File: src/rtl/msdf_otf_converter.sv
`default_nettype none
// ============================================================================
// Module   : msdf_otf_converter
// Brief    : Sink of the MSDF signed-digit result stream. It converts one
//            N-digit borrow-save word into an (N+1)-bit two's-complement
//            integer as the digits arrive, using the Q/QM on-the-fly
//            registers, so no final carry-propagate add is needed.
//            A start pulse frames each word and a one-cycle done pulse marks
//            its completion.
// Options  : `define MSDF_DIGIT_ERR_EN to enable the sticky illegal-digit flag
//            (p=1,n=1). When the macro is undefined, digit_err is tied to 0.
// Revision : 1.0 - initial release
// ============================================================================
module msdf_otf_converter #(
    parameter int N = 9
) (
    input  logic         clk,
    input  logic         rst,
    input  logic         start,
    input  logic         digit_valid,
    input  logic         digit_p,
    input  logic         digit_n,
    output logic         busy,
    output logic         done,
    output logic [N:0]   result,
    output logic         digit_err
);

    localparam int             CW         = $clog2(N + 1);
    localparam logic [CW-1:0]  c_last_cnt = CW'(N - 1);
    localparam logic [CW-1:0]  c_cnt_one  = CW'(1);
    localparam logic [N:0]     c_one      = (N+1)'(1);
    localparam logic [N:0]     c_minus1   = '1;

    typedef enum logic [1:0] {
        IDLE   = 2'd0,
        ACTIVE = 2'd1,
        DONE   = 2'd2
    } state_t;

    state_t          r_state;
    state_t          w_state_next;
    logic [CW-1:0]   r_count;
    logic [N:0]      r_q;
    logic [N:0]      r_qm;
    logic [N:0]      r_result;
    logic [N:0]      w_q_next;
    logic [N:0]      w_qm_next;
    logic            w_plus;
    logic            w_minus;
    logic            w_accept;
    logic            w_last;

    // Rail decode: p=n (either 0,0 or 1,1) is a zero digit.
    assign w_plus   = digit_p & ~digit_n;
    assign w_minus  = ~digit_p & digit_n;

    // A digit is absorbed only while framing a word; a coincident start
    // takes priority and discards the digit.
    assign w_accept = (r_state == ACTIVE) & digit_valid & ~start;
    assign w_last   = w_accept & (r_count == c_last_cnt);

    assign busy     = (r_state == ACTIVE);
    assign done     = (r_state == DONE);
    assign result   = r_result;

    // On-the-fly conversion step; QM = Q - 1 is preserved by every branch.
    always_comb begin
        w_q_next  = r_q << 1;
        w_qm_next = (r_qm << 1) | c_one;
        if (w_plus) begin
            w_q_next  = (r_q << 1) | c_one;
            w_qm_next = r_q << 1;
        end else if (w_minus) begin
            w_q_next  = (r_qm << 1) | c_one;
            w_qm_next = r_qm << 1;
        end
    end

    // Next-state logic: start always (re)enters ACTIVE, DONE lasts one cycle.
    always_comb begin
        w_state_next = r_state;
        case (r_state)
            IDLE: begin
                if (start) begin
                    w_state_next = ACTIVE;
                end
            end
            ACTIVE: begin
                if (start) begin
                    w_state_next = ACTIVE;
                end else if (w_last) begin
                    w_state_next = DONE;
                end
            end
            DONE: begin
                if (start) begin
                    w_state_next = ACTIVE;
                end else begin
                    w_state_next = IDLE;
                end
            end
            default: begin
                w_state_next = IDLE;
            end
        endcase
    end

    // State register.
    always_ff @(posedge clk) begin
        if (rst) begin
            r_state <= IDLE;
        end else begin
            r_state <= w_state_next;
        end
    end

    // Conversion registers, digit counter and completed-word result.
    always_ff @(posedge clk) begin
        if (rst) begin
            r_q      <= '0;
            r_qm     <= c_minus1;
            r_count  <= '0;
            r_result <= '0;
        end else if (start) begin
            r_q      <= '0;
            r_qm     <= c_minus1;
            r_count  <= '0;
        end else if (w_accept) begin
            r_q      <= w_q_next;
            r_qm     <= w_qm_next;
            r_count  <= r_count + c_cnt_one;
            if (w_last) begin
                r_result <= w_q_next;
            end
        end
    end

`ifdef MSDF_DIGIT_ERR_EN
    logic r_digit_err;

    // Sticky flag for an accepted digit with both rails high.
    always_ff @(posedge clk) begin
        if (rst) begin
            r_digit_err <= 1'b0;
        end else if (start) begin
            r_digit_err <= 1'b0;
        end else if (w_accept & digit_p & digit_n) begin
            r_digit_err <= 1'b1;
        end
    end

    assign digit_err = r_digit_err;
`else
    assign digit_err = 1'b0;
`endif

endmodule
`default_nettype wire

File: config.mk
export PLATFORM = sky130hd
export DESIGN_NAME = msdf_otf_converter
export DESIGN_NICKNAME = d
export VERILOG_FILES = /design/src/rtl/msdf_otf_converter.sv
export SDC_FILE = /design/constraint.sdc
export NUM_CORES = 1
export LEC_CHECK = 0
export CORE_MARGIN = 5
export CORE_UTILIZATION = 61
export CTS_CLUSTER_DIAMETER = 50
export DETAILED_ROUTE_END_ITERATION = 7
export DONT_BUFFER_PORTS = 1
export MAX_ROUTING_LAYER = met4
export PLACE_DENSITY_LB_ADDON = 0.15
export SLEW_MARGIN = 20
export SYNTH_ARGS = -nofsm -noshare
export SYNTH_HDL_FRONTEND = slang
export SYNTH_SLANG_ARGS = --single-unit
File: constraint.sdc
create_clock -name clk -period 1.6 [get_ports clk]
set_input_delay 0.4 -clock clk [delete_from_list [all_inputs] [get_ports clk]]
set_output_delay 0.4 -clock clk [all_outputs]
set_load 0.05 [all_outputs]
# Word-level counts from Yosys, hierarchy flattened
# Index checks and enable logic that the tools add are counted.
word_totals:
  elab_cells: 32
  out_inout_bits: 13
  reg_bits: 34
op_classes:
  eq_ne: 5
  n_mux: 9
  reduce_logical: 4
  bitwise_logic: 8
  n_addsub: 1
op_table:
  columns: ["cell", "count"]
  rows:
  - ["10-bit two-way mux", 2]
  - ["9-bit two-way mux", 1]
  - ["2-bit two-way mux", 3]
  - ["2-bit one-hot mux with 3 select lines", 1]
  - ["1-bit bitwise AND", 5]
  - ["4-bit by 1-bit adder with 4-bit output, second input constant", 1]
  - ["4-bit == test, second input constant", 1]
  - ["3-bit by 2-bit != test with 1-bit output, second input constant", 1]
  - ["1-bit NOT", 3]
  - ["3-bit AND reduction", 1]
  - ["2-bit by 1-bit == test with 1-bit output, second input constant", 1]
  - ["2-bit == test, second input constant", 1]
  - ["2-bit logical NOT", 1]
  - ["1-bit two-way mux", 2]
  - ["2-bit != test, second input constant", 1]
  - ["2-bit AND reduction", 1]
  - ["2-bit OR reduction", 1]

# Depth between registers and ports, before layout
depth:
  ltp_word: 7
  mapped_depth: 7
  mapped_depth_nobuf: 5

# Worst setup path before layout
# Ideal clock, no wire load.
synth_timing:
  path_kind: "input to register"
  from: "in digit_n"
  to: "reg r_result[8], in the netlist result[8]"
  path_slack_ps: 99
  arrival_ps: 1355
  stages: 7
  path_cell_list: "inv_1 > ha_1 > buf_6 > nand2b_1 > buf_6 > mux2i_1 > a211oi_2"
synth_between:
  elab_chain_cells: 3
synth_rtl:
  columns: ["element", "line", "rtl"]
  rows:
  - ["start, declared", "22", "input logic digit_n,"]
  - ["1-bit bitwise AND or 1-bit NOT (tied branches)", "56, 55", null]
  - ["10-bit two-way mux or 1-bit bitwise AND (tied branches)", "74, 55", null]
  - ["10-bit two-way mux (*)", "71", "if (w_plus) begin"]
  - ["end signal, assigned", "134", "r_result <= w_q_next;"]
  - ["end, declared", "46", "logic [N:0] r_result;"]
# Every way passes the cells marked *; elsewhere a longest branch is shown, timed or not.
# A chain may end at the register's enable or synchronous reset.

# Worst setup path after layout
layout_timing:
  from: "reg r_state[1]"
  to: "out done"
layout_between:
  elab_chain_cells: 1
layout_rtl:
  columns: ["element", "line", "rtl"]
  rows:
  - ["start, declared", "41", "state_t r_state;"]
  - ["start signal, assigned", "114", "r_state <= w_state_next;"]
  - ["2-bit == test", "64", "assign done = (r_state == DONE);"]
  - ["end, declared", "24", "output logic done,"]
# No other way between the ends.

==> flow_summary_export.csv <==
group,metric,value,unit
pwr,powerDensity,852.6,nW/um^2
die,io_pins,19,
worst_setup_path,cp.arrival,1.09,ns
route,vias_per_cell,5.942,
finish,layout-drive-gt1-share,22.01,%
global_route,grt_max_degree,29,
synthesis,syn_area,1592,sq um
die,die_x,61.08,um
cts,cts_tree,"done",
synthesis,yosysTopAreaCell,"dfxtp_1",
sta,rsz0062_at_grt,"no",
worst_setup_path,crit_chain,"nor2b_1 > buf_4",
pwr,comb_power_share,9.7,%
sta,finalMaxSlewViolations,0,
die,die_h,61.08,um
sta,setup_viol,0,
route,routed_wl,2924,um
outcome,outcome,"finished clean",
cts,cts_root_buf,"clkbuf_4",
pwr,power,1.428,mW
worst_setup_path,start_kind,"flip-flop",
worst_setup_path,crit_family,"flip-flops",
cts,clkTransAtPathRegs,0.10,ns
synthesis,yosys_warnings,0,
synthesis,ys_types,28,
cts,clock_tree.htree_level_count,2,
sta,period_minus_slack,1.486,ns
route,drt_iter0_markers,34,
min_path,hold_path.class,"input port to flip-flop",
pwr,p_leak,0.6570,nW
pwr,sw_frac_of_total,24.70,%
route,routedWlPerCell,15.47,um
worst_setup_path,path_buf_inv,1,
synthesis,yosys_register_bits,34,
worst_setup_path,cp-end-kind,"output port",
global_route,grt_pass1_vias,1113,
pwr,switching_power,0.3528,mW
run,max_cap_violations,0,
worst_setup_path,required,1.20,ns
sta,final.setup_skew,0.007192,ns
sta,relSlewSlack,64.58,%
sta,fin_setup_tns,0,ns
cts,cts.sinks,34,
finish,fin_util,67.63,%
sta,tightest_slew,0.5306,ns
sta,finalCritPeriodShare,92.86,%
cts,numCtsBuffers,5,
finish,final-seq-area,681.9,sq um
die,coreArea,2477,sq um
synthesis,syn_inst,157,
route,route.antenna.remaining_nets,0,
pwr,p_int,1.076,mW
worst_setup_path,worst_path_max_delay_cell,"dfxtp_1",
pwr,p_seq_share,60.5,%
worst_setup_path,max_stage_delay,0.40,ns
synthesis,synth_nets,167,
synthesis,synth.area.top_cells,"dfxtp_1 43%, a211oi_2 14%, mux2i_1 11%, a21oi_1 4.7%, o211ai_1 3.8%",
place,hpwl,2135,um
global_route,antenna_found_initial,0,
pwr,clkPwrFrac,29.8,%
cts,post_cts_buffers,0,
route,drcViolationCount,0,
synthesis,yosysSeqAreaShare,42.77,%
finish,multi_input_area,807.0,sq um
global_route,grt_pass1_wl,4947,um
die,die_area,3731,sq um
synthesis,avgSynthCellArea,10.14,sq um
route,dr_total_vias,1123,
die,start_util,64.24,%
worst_setup_path,worstPathMaxFanout,5,
pwr,peakVddDrop,0.0007357,V
place,portBuffers,0,
place,place_congestion,0.7361,
route,firstDrtPassIters,4,
finish,fillerInstances,216,
sta,clock.fmax,673.0,MHz
cts,clock_latency,0.33,ns
worst_setup_path,critPathKind,"flip-flop to output port",
die,placementRows,18,
finish,diodes,0,
finish,syn_to_final_growth,5.268,%
global_route,grt_use_total,18.70,%
global_route,overflow,0,
synthesis,synth_top_area_share,42.77,%
finish,fin_nets,169,
cts,cts_buffer_depth,2,
sta,finalHoldViolations,0,
-- layout make-up --
type / count / area share [%]
Clock buffer: 7 / 2.689
Inverter: 5 / 1.120
Multi-Input combinational cell: 105 / 48.17
Sequential cell: 34 / 40.70
Tap cell: 30 / 2.240
Timing Repair Buffer: 8 / 5.078
-- cells by family after synthesis --
| family | after synthesis | share of synthesized area, % |
|---|---|---|
| flops | 34 | 42.77 |
| buf+inv | 18 | 6.603 |
| compound gates | 47 | 25.00 |
| mux | 17 | 10.69 |
| simple gates | 36 | 11.56 |
| other cells | 1 | 0.2356 |
| fa+ha+maj | 4 | 3.145 |
-- stage by stage --
step | worst slack (ns) | hold slack, ns | area (sq um) | cells
after floorplan | 0.09874 | 0.4539 | 1592 | 157
final | 0.1142 | 0.1200 | 1675 | 189
after detailed placement | 0.05680 | 0.4682 | 1628 | 182
after global routing | 0.02161 | 0.09131 | 1675 | 189
after global placement | 0.09503 | 0.4650 | 1628 | 182
after CTS | 0.06277 | 0.1083 | 1673 | 189
-- path summary, 6_finish.rpt --
| kind | start | endpoint | slack, ns | cells past startpoint |
|---|---|---|---|---|
| min | rst | result[1]$_SDFFE_PP0P_ | 0.12 | 1 |
| min reg2reg | r_count[2]$_SDFFE_PP0P_ | r_count[2]$_SDFFE_PP0P_ | 0.50 | 2 |
| max | r_state[1]$_SDFFE_PP0P_ | done | 0.11 | 2 |
| max reg2reg | r_count[0]$_SDFFE_PP0P_ | result[0]$_SDFFE_PP0P_ | 0.15 | 5 |
-- placed cells by master (no fill, tap or decap), types with 4 or more instances in the layout --
| cell | netlist | layout |
|---|---|---|
| ha_1 | 4 | 4 |
| a211oi_2 | 18 | 18 |
| a21oi_1 | 15 | 15 |
| o211ai_1 | 8 | 8 |
| nand2_1 | 12 | 12 |
| buf_4 | 3 | 6 |
| dfxtp_1 | 34 | 33 |
| mux2i_1 | 17 | 17 |
| clkbuf_4 | 0 | 5 |
| inv_1 | 5 | 5 |
| nor2_1 | 11 | 11 |
-- worst reg2reg max path, cell delays in order (launching register included) --
cell,delay [ns]
dfxtp_1,0.39
inv_1,0.07
ha_1,0.19
and3b_1,0.19
and2_2,0.30
a211oi_2,0.24
-- routing by layer --
layer  GRT usage (%)  wire length (um)  up-vias
li1                -                 -      563
met1           20.44              1240      521
met2           29.91              1450       25
met3           4.822               120       14
met4           12.07               112        0
met5               -                 0        -
-- synthesized netlist by cell type --
cell	instances
dfxtp_1	34
a211oi_2	18
mux2i_1	17
a21oi_1	15
nand2_1	12
nor2_1	11
o211ai_1	8
inv_1	5
clkbuf_1	4
ha_1	4
buf_2	3
buf_4	3
buf_6	3
and2_1	2
nor2b_1	2
o21a_1	2
o21ai_0	2
or3_1	2
a21boi_0	1
and3_1	1
and3b_1	1
and4bb_4	1
conb_1	1
nand2b_1	1
nand3_1	1
nand4bb_1	1
o21ai_1	1
or2_2	1
-- state kept, by name, indices dropped and copies added, names as in the netlist --
register,count
result,10
r_q,9
r_qm,9
r_count,4
r_state,2
-- power by group through the flow --
| stage | registers [mW] | logic (mW) | clock network, mW |
|---|---|---|---|
| floorplan | 0.882 | 0.118 | 0 |
| finish | 0.865 | 0.138 | 0.425 |
| detailed placement | 0.884 | 0.139 | 0 |
| global placement | 0.883 | 0.136 | 0 |
| global route | 0.867 | 0.149 | 0.476 |
| CTS | 0.864 | 0.140 | 0.436 |
-- repair_timing --
action,4_1_cts,5_1_grt
setup endpoints to repair,0,5
hold buffers,0,0
endpoints found under the hold margin,0,0
gates resized for setup,0,2
No activity file was read; power rests on OpenSTA's default activity.
